==> src/rtl/pkt_gen_pkg.sv <==
// Shared types and helpers for the packet-generator token scheduler.
package pkt_gen_pkg;

    typedef enum logic [1:0] {
        ST_SCAN   = 2'd0,
        ST_EMIT   = 2'd1,
        ST_REFILL = 2'd2
    } sched_state_e;

    // Flow-index width: one bit minimum so a single-flow build still has an address.
    function automatic int unsigned flow_w_f(input int unsigned cnt);
        return (cnt <= 1) ? 1 : $clog2(cnt);
    endfunction

    localparam int unsigned FLOW_CNT_DEF = 16;
    localparam int unsigned FLOW_W_DEF   = flow_w_f(FLOW_CNT_DEF);

    typedef logic [FLOW_W_DEF-1:0] flow_num_t;

endpackage

==> src/rtl/pkt_gen_tick_gen.sv <==
// Refill-period counter; raises a pending refill on every wrap and flags ticks lost while one is still pending.
module pkt_gen_tick_gen #(
    parameter int unsigned UPDATE_PERIOD = 100
) (
    input  logic clk_i,
    input  logic rst_i,
    input  logic clear_i,
    output logic refill_pend_o,
    output logic overrun_o
);

    localparam int unsigned CNT_W = (UPDATE_PERIOD > 1) ? $clog2(UPDATE_PERIOD) : 1;

    logic [CNT_W-1:0] cnt_q;
    logic [CNT_W-1:0] cnt_d;
    logic             pend_q;
    logic             pend_d;
    logic             overrun_q;
    logic             overrun_d;
    logic             wrap;

    // Next count, pending flag and overrun pulse; a tick consumed in the same cycle is not an overrun.
    always_comb begin
        wrap      = (cnt_q == CNT_W'(UPDATE_PERIOD - 1));
        cnt_d     = wrap ? '0 : cnt_q + CNT_W'(1);
        overrun_d = wrap && pend_q && !clear_i;
        if (wrap) begin
            pend_d = 1'b1;
        end else if (clear_i) begin
            pend_d = 1'b0;
        end else begin
            pend_d = pend_q;
        end
    end

    // Counter and flag registers.
    always_ff @(posedge clk_i or posedge rst_i) begin
        if (rst_i) begin
            cnt_q     <= '0;
            pend_q    <= 1'b0;
            overrun_q <= 1'b0;
        end else begin
            cnt_q     <= cnt_d;
            pend_q    <= pend_d;
            overrun_q <= overrun_d;
        end
    end

    assign refill_pend_o = pend_q;
    assign overrun_o     = overrun_q;

endmodule

==> src/rtl/pkt_gen_token_scheduler.sv <==
// Token-bucket scheduler: per-flow byte credit, periodic refill, round-robin task emission.
module pkt_gen_token_scheduler
    import pkt_gen_pkg::*;
#(
    parameter int unsigned  FLOW_CNT      = 16,
    parameter int unsigned  SIZE_W        = 16,
    parameter int unsigned  TOKEN_W       = 32,
    parameter int unsigned  BUCKET_W      = 32,
    parameter int unsigned  UPDATE_PERIOD = 100,
    localparam int unsigned FLOW_W        = flow_w_f(FLOW_CNT)
) (
    input  logic                clk_i,
    input  logic                rst_i,
    input  logic [FLOW_W-1:0]   wr_size_addr_i,
    input  logic [SIZE_W-1:0]   wr_size_data_i,
    input  logic                wr_size_wr_en_i,
    input  logic [FLOW_W-1:0]   wr_token_addr_i,
    input  logic [TOKEN_W-1:0]  wr_token_data_i,
    input  logic                wr_token_wr_en_i,
    input  logic [FLOW_W-1:0]   wr_flow_en_addr_i,
    input  logic                wr_flow_en_data_i,
    input  logic                wr_flow_en_wr_en_i,
    output logic [FLOW_W-1:0]   task_flow_num_o,
    output logic [SIZE_W-1:0]   task_pkt_size_o,
    output logic                task_valid_o,
    input  logic                task_ready_i,
    output logic                refill_overrun_o
);

    logic [SIZE_W-1:0]   size_q   [FLOW_CNT];
    logic [TOKEN_W-1:0]  token_q  [FLOW_CNT];
    logic [BUCKET_W-1:0] bucket_q [FLOW_CNT];
    logic [FLOW_CNT-1:0] en_q;

    sched_state_e        state_q;
    logic [FLOW_W-1:0]   ptr_q;
    logic [FLOW_W-1:0]   ridx_q;
    logic [FLOW_W-1:0]   flow_q;
    logic [SIZE_W-1:0]   tsize_q;
    logic                valid_q;

    logic                refill_pend;
    logic                refill_start_c;
    logic                eligible_c;
    logic                accept_c;
    logic                refill_hit_c;
    logic [BUCKET_W:0]   refill_sum_c;
    logic [BUCKET_W-1:0] refill_val_c;
    logic [BUCKET_W-1:0] deduct_val_c;

    function automatic logic [FLOW_W-1:0] next_flow(input logic [FLOW_W-1:0] f);
        return (f == FLOW_W'(FLOW_CNT - 1)) ? '0 : f + FLOW_W'(1);
    endfunction

    pkt_gen_tick_gen #(
        .UPDATE_PERIOD (UPDATE_PERIOD)
    ) u_tick (
        .clk_i         (clk_i),
        .rst_i         (rst_i),
        .clear_i       (refill_start_c),
        .refill_pend_o (refill_pend),
        .overrun_o     (refill_overrun_o)
    );

    // Eligibility of the scanned flow, saturating refill and floor-at-zero deduct.
    always_comb begin
        refill_start_c = (state_q == ST_SCAN) && refill_pend;
        eligible_c     = en_q[ptr_q] && (size_q[ptr_q] != '0)
                         && (bucket_q[ptr_q] >= BUCKET_W'(size_q[ptr_q]));
        accept_c       = (state_q == ST_EMIT) && task_ready_i;
        refill_hit_c   = (state_q == ST_REFILL) && en_q[ridx_q];
        refill_sum_c   = {1'b0, bucket_q[ridx_q]} + (BUCKET_W + 1)'(token_q[ridx_q]);
        refill_val_c   = refill_sum_c[BUCKET_W] ? '1 : refill_sum_c[BUCKET_W-1:0];
        // A flow disabled while its task was offered has an empty bucket; never wrap below zero.
        deduct_val_c   = (bucket_q[flow_q] >= BUCKET_W'(tsize_q))
                         ? bucket_q[flow_q] - BUCKET_W'(tsize_q) : '0;
    end

    // Configuration storage written by the host.
    always_ff @(posedge clk_i or posedge rst_i) begin
        if (rst_i) begin
            for (int i = 0; i < int'(FLOW_CNT); i++) begin
                size_q[i]  <= '0;
                token_q[i] <= '0;
            end
            en_q <= '0;
        end else begin
            for (int i = 0; i < int'(FLOW_CNT); i++) begin
                if (wr_size_wr_en_i && (wr_size_addr_i == FLOW_W'(i))) begin
                    size_q[i] <= wr_size_data_i;
                end
                if (wr_token_wr_en_i && (wr_token_addr_i == FLOW_W'(i))) begin
                    token_q[i] <= wr_token_data_i;
                end
                if (wr_flow_en_wr_en_i && (wr_flow_en_addr_i == FLOW_W'(i))) begin
                    en_q[i] <= wr_flow_en_data_i;
                end
            end
        end
    end

    // Bucket credit: a disable clear wins over refill and deduct to the same flow.
    always_ff @(posedge clk_i or posedge rst_i) begin
        if (rst_i) begin
            for (int i = 0; i < int'(FLOW_CNT); i++) begin
                bucket_q[i] <= '0;
            end
        end else begin
            for (int i = 0; i < int'(FLOW_CNT); i++) begin
                if (wr_flow_en_wr_en_i && !wr_flow_en_data_i && (wr_flow_en_addr_i == FLOW_W'(i))) begin
                    bucket_q[i] <= '0;
                end else if (refill_hit_c && (ridx_q == FLOW_W'(i))) begin
                    bucket_q[i] <= refill_val_c;
                end else if (accept_c && (flow_q == FLOW_W'(i))) begin
                    bucket_q[i] <= deduct_val_c;
                end
            end
        end
    end

    // Scheduler FSM: refill beats scan; an offered task is held until accepted.
    always_ff @(posedge clk_i or posedge rst_i) begin
        if (rst_i) begin
            state_q <= ST_SCAN;
            ptr_q   <= '0;
            ridx_q  <= '0;
            flow_q  <= '0;
            tsize_q <= '0;
            valid_q <= 1'b0;
        end else begin
            case (state_q)
                ST_SCAN: begin
                    if (refill_pend) begin
                        state_q <= ST_REFILL;
                        ridx_q  <= '0;
                    end else if (eligible_c) begin
                        flow_q  <= ptr_q;
                        tsize_q <= size_q[ptr_q];
                        valid_q <= 1'b1;
                        state_q <= ST_EMIT;
                    end else begin
                        ptr_q <= next_flow(ptr_q);
                    end
                end
                ST_EMIT: begin
                    if (task_ready_i) begin
                        valid_q <= 1'b0;
                        ptr_q   <= next_flow(flow_q);
                        state_q <= ST_SCAN;
                    end
                end
                ST_REFILL: begin
                    if (ridx_q == FLOW_W'(FLOW_CNT - 1)) begin
                        state_q <= ST_SCAN;
                    end else begin
                        ridx_q <= ridx_q + FLOW_W'(1);
                    end
                end
                default: begin
                    state_q <= ST_SCAN;
                    valid_q <= 1'b0;
                end
            endcase
        end
    end

    assign task_flow_num_o = flow_q;
    assign task_pkt_size_o = tsize_q;
    assign task_valid_o    = valid_q;

endmodule

==> config.mk <==
export PLATFORM = sky130hd
export DESIGN_NAME = pkt_gen_token_scheduler
export DESIGN_NICKNAME = d
export VERILOG_FILES = /design/src/rtl/pkt_gen_pkg.sv /design/src/rtl/pkt_gen_tick_gen.sv /design/src/rtl/pkt_gen_token_scheduler.sv
export SDC_FILE = /design/constraint.sdc
export NUM_CORES = 2
export LEC_CHECK = 0
export CAP_MARGIN = 30
export CORE_UTILIZATION = 60
export CTS_BUF_LIST = sky130_fd_sc_hd__clkbuf_16
export DETAILED_ROUTE_END_ITERATION = 16
export DONT_BUFFER_PORTS = 1
export PLACE_DENSITY_LB_ADDON = 0.25
export SLEW_MARGIN = 10
export SYNTH_ARGS = -nofsm -noshare
export SYNTH_HDL_FRONTEND = slang
export SYNTH_SLANG_ARGS = --single-unit
==> constraint.sdc <==
create_clock -name clk_i -period 54.5 [get_ports clk_i]
set_clock_uncertainty 0.2 [all_clocks]
set_input_delay 8.175 -clock clk_i [delete_from_list [all_inputs] [get_ports clk_i]]
set_output_delay 8.175 -clock clk_i [all_outputs]
set_load 0.02 [all_outputs]
==> summary.log <==
qor: yosys.number_of_distinct_library_cell_variants_in_the_gate_level_netlist_after_synthesis 89
qor: yosys.syn_area 0.0749 mm2
qor: place.hpwlAfterDp 163000 um
qor: clock_network.tritoncts done
qor: timing.timing_worst_slew_pin_value 1.12 ns
qor: setup_path.required_time_of_the_worst_setup_path 55.05 ns
qor: setup_path.critPathMaxFanout 194
qor: setup_path.timing.rr.end bucket_q[71]
qor: setup_path.cpMostUsedCell sky130_fd_sc_hd__buf_12
qor: setup_path.r2r.worst_path.cells 15
qor: timing.max_slew_margin 25.0%
qor: finish.syn2layout_area_growth 8.85%
qor: pwr.netSwitchingPower 2.65 mW
qor: timing.max_clock_freq 94.2 MHz
qor: routing.wl_met3 33000 um
qor: run.timing.max_cap.violations 0
qor: clock_network.postCtsHoldBufs 0
qor: pwr.comb_power_share 54.4%
qor: routing.detail_route.first_pass.iterations 14
qor: setup_path.worstSetupEndpointType asynchronous set/reset pin
qor: yosys.synth.ff_latch_count 1336
qor: setup_path.cell_type_group_with_the_largest_total_delay_on_the_critical_path buffers and inverters
qor: finish.num-nets-final 5859
qor: setup_path.rrSetupSlack 46.35 ns
qor: die.io_count 89
qor: worst_hold_path.worst_hold_path_type register to register
qor: pwr.netSwitchingFraction 47.3%
qor: clock_network.cts_root_buf sky130_fd_sc_hd__clkbuf_16
qor: routing.count_of_unresolved_drc_violations_after_routing 14
qor: routing.ant_nets 0
qor: die.initial_utilization 60.5%
qor: yosys.yosys_warnings 0
qor: global_routing.grt_antenna_before_repair 5
qor: pwr.power.clock.fraction 16.7%
qor: yosys.mappedNetlistNets 6042
qor: global_routing.gr-usage-all-layers 40.5%
qor: routing.totalWireLength 252000 um
qor: clock_network.post_cts_resize_count 0
qor: place.place_congestion 1.04
qor: global_routing.largest_net_degree_at_the_start_of_global_routing 198
qor: timing.timing_max_transition_violations_final 0
qor: global_routing.global_route_wire_length_before_repair 376000 um
qor: setup_path.crit_slowest_cell sky130_fd_sc_hd__buf_12
qor: worst_hold_path.hold_start token_q[12]
qor: clock_network.postCtsSetupRepairBufs 0
qor: yosys.synth_enable_flop_cells 0
qor: setup_path.timing.critical_path.slowest_cell_delay 0.70 ns
qor: clock_network.h_tree_levels 4
qor: routing.routed-wl-met2 109000 um
qor: yosys.asyncSetResetFlopFracSynth 100%
qor: die.placement_rows 129
qor: die.die_width 355 um
qor: place.io_buffer_count 0
qor: pwr.cellPowerDensity 68.8 mW/mm2
qor: run_status.violations DRC
qor: pwr.power.leakage 33.0 nW
qor: pwr.power.internal 2.95 mW
qor: routing.highest-signal-layer met5
qor: clock_network.clkLatencyLatePin 0.82 ns
qor: timing.hold_violations 0
qor: yosys.syn_area_per_cell 12.7 um2
qor: setup_path.cp.buffers_inverters 5
qor: worst_hold_path.min_delay_worst_endpoint token_q[12]
qor: timing.period_needed 10.62 ns
qor: run_status.status complete, but fails checks
qor: routing.routedWlPerCell 33.8 um
qor: routing.m1WireLength 92800 um
qor: die.fp.coreArea 0.124 mm2
qor: yosys.synth_seq_area_share 44.7%
qor: routing.vias 56200
qor: timing.setup_viol 0
qor: finish.final_layout_size_suffix_gt1_share 32.2%
qor: setup_path.reg2reg_launch_point task_flow_num_o[1]
qor: pwr.share_seq_of_total_power 28.8%
qor: setup_path.endpoint_arrival_time_on_the_critical_path 11.17 ns
qor: pwr.post-layout-total-power 5.60 mW
qor: clock_network.cts_buffer_depth 3
qor: die.die-area 0.126 mm2
qor: finish.layout_cells_excl_fill 7466
qor: global_routing.grt_pass1_vias 56100
qor: timing.hold_slack 0.300 ns
qor: die.fp.dieH 355 um
qor: worst_hold_path.hold-path-cell-count 1
qor: pwr.power.ir.vdd_worst 0.127 mV
qor: global_routing.global_route.overflow_total 0
qor: setup_path.critical_path_class input port to asynchronous set/reset pin
qor: clock_network.cts.reportedPaths.clkPinSlew 0.06 ns
qor: timing.accumulated_negative_setup_slack 0 ns
qor: yosys.commonest_register_cell_after_synthesis sky130_fd_sc_hd__dfrtp_1
qor: clock_network.cts_num_sinks 1336
qor: yosys.synth_cells 5899
qor: routing.vias_per_cell 7.53
qor: timing.final_min_period_over_clock_period 19.5%
qor: timing.rsz0062_at_grt no
qor: place.placedCellCount 7192
qor: routing.drt_iter0_markers 7231
qor: clock_network.tritoncts.num_buffers 145
qor: setup_path.worstPathCellList inv_8 > buf_12 > buf_4 > buf_16 > buf_12
qor: setup_path.worstSetupStartpointType input port
## area by class of cell
cell class | instances | area (um2)
multi-input cells | 3963 | 39400
well taps | 1637 | 2050
diodes | 5 | 12.5
repair buffers | 215 | 1950
clock buffers | 149 | 3730
clock inverters | 106 | 681
inverters | 55 | 219
fillers | 9020 | 42300
flip-flops and latches | 1336 | 33500
## cells by family (layout without fill, tap and decap cells)
| group | after synthesis | in the layout | share of synthesized area [%] |
|---|---|---|---|
| AOI/OAI and AO/OA | 1004 | 1004 | 10.0 |
| xor gates and xnor gates | 47 | 47 | 0.550 |
| adders and majority gates | 76 | 76 | 1.29 |
| buffers and inverters | 600 | 525 | 3.20 |
| DFF | 1336 | 1336 | 44.7 |
| muxes | 1681 | 1681 | 33.2 |
| other | 0 | 5 | 0 |
| and+or+nand+nor | 1155 | 1155 | 7.06 |
## Yosys cell counts (40+ instances only)
library cell / instances / area share (%)
sky130_fd_sc_hd__nor4_1: 49 / 0.41
sky130_fd_sc_hd__buf_1: 86 / 0.43
sky130_fd_sc_hd__nand3_1: 40 / 0.27
sky130_fd_sc_hd__mux2i_1: 324 / 4.3
sky130_fd_sc_hd__mux2_2: 792 / 12
sky130_fd_sc_hd__nor2_1: 395 / 2.0
sky130_fd_sc_hd__mux4_2: 564 / 17
sky130_fd_sc_hd__clkbuf_1: 403 / 2.0
sky130_fd_sc_hd__nand2_1: 392 / 2.0
sky130_fd_sc_hd__and2_1: 44 / 0.37
sky130_fd_sc_hd__a221oi_1: 71 / 0.83
sky130_fd_sc_hd__a211oi_1: 222 / 2.2
sky130_fd_sc_hd__inv_1: 54 / 0.27
sky130_fd_sc_hd__ha_1: 74 / 1.2
sky130_fd_sc_hd__a21oi_1: 112 / 0.75
sky130_fd_sc_hd__dfrtp_1: 1336 / 45
sky130_fd_sc_hd__nor3_1: 63 / 0.42
sky130_fd_sc_hd__o21ai_0: 117 / 0.78
sky130_fd_sc_hd__o221ai_1: 190 / 2.2
## how the worst max path moves through the flow
stage                     start           end  cells past startpoint
after floorplan           rst_i   bucket_q[0]                      1
after global placement    rst_i  token_q[286]                      4
after detailed placement  rst_i  token_q[281]                      4
after CTS                 rst_i  token_q[318]                      4
after global routing      rst_i  token_q[318]                      5
final                     rst_i  token_q[318]                      5
## power by group through the flow
stage	logic [mW]	registers, mW	clock network (mW)
global route	3.14	1.65	0.985
detailed placement	2.89	1.61	0
global placement	2.78	1.59	0
finish	3.05	1.61	0.937
CTS	2.91	1.60	0.942
floorplan	1.94	1.48	0
## state kept, by name, summed over array words and instances, names as in the netlist, 2 cells and up
register         count
bucket_q           512
en_q                16
ptr_q                4
ridx_q               4
size_q             256
state_q              2
task_flow_num_o      4
task_pkt_size_o     16
token_q            512
u_tick.cnt_q         7
## placed cells by master, fill, tap and decap left out, drive strengths merged, types with 113 or more instances in the layout
cell / count
a21oi: 113
mux2i: 325
mux2: 792
a211oi: 222
clkbuf: 150
dfrtp: 1336
nand2: 399
o21ai: 124
o221ai: 190
buf: 214
mux4: 564
nor2: 396
## worst reg2reg max path: cells and delay by family, from the launching register on
| family | cells | cell delay (ns) |
|---|---|---|
| compound gates | 5 | 1.90 |
| fa+ha+maj | 1 | 0.46 |
| buf+inv | 4 | 2.19 |
| flops | 1 | 0.89 |
| mux | 2 | 1.07 |
| simple gates | 3 | 1.32 |
## layer usage
layer	track usage, %	vias to the layer above
met5	0	-
met4	23.6	6
met3	13.9	956
met2	57.8	3903
met1	54.1	28900
li1	-	22500
## per-stage QoR
step / setup slack [ns] / instance area [um2] / util (%)
floorplan: 8.46 / 74900 / -
global placement: 42.86 / 76500 / 61.8
detailed placement: 42.82 / 76800 / 62.1
CTS: 43.68 / 81200 / 65.6
global route: 43.45 / 81500 / 65.8
finish: 43.88 / 81500 / 65.8
(Power assumes the default switching activity.)
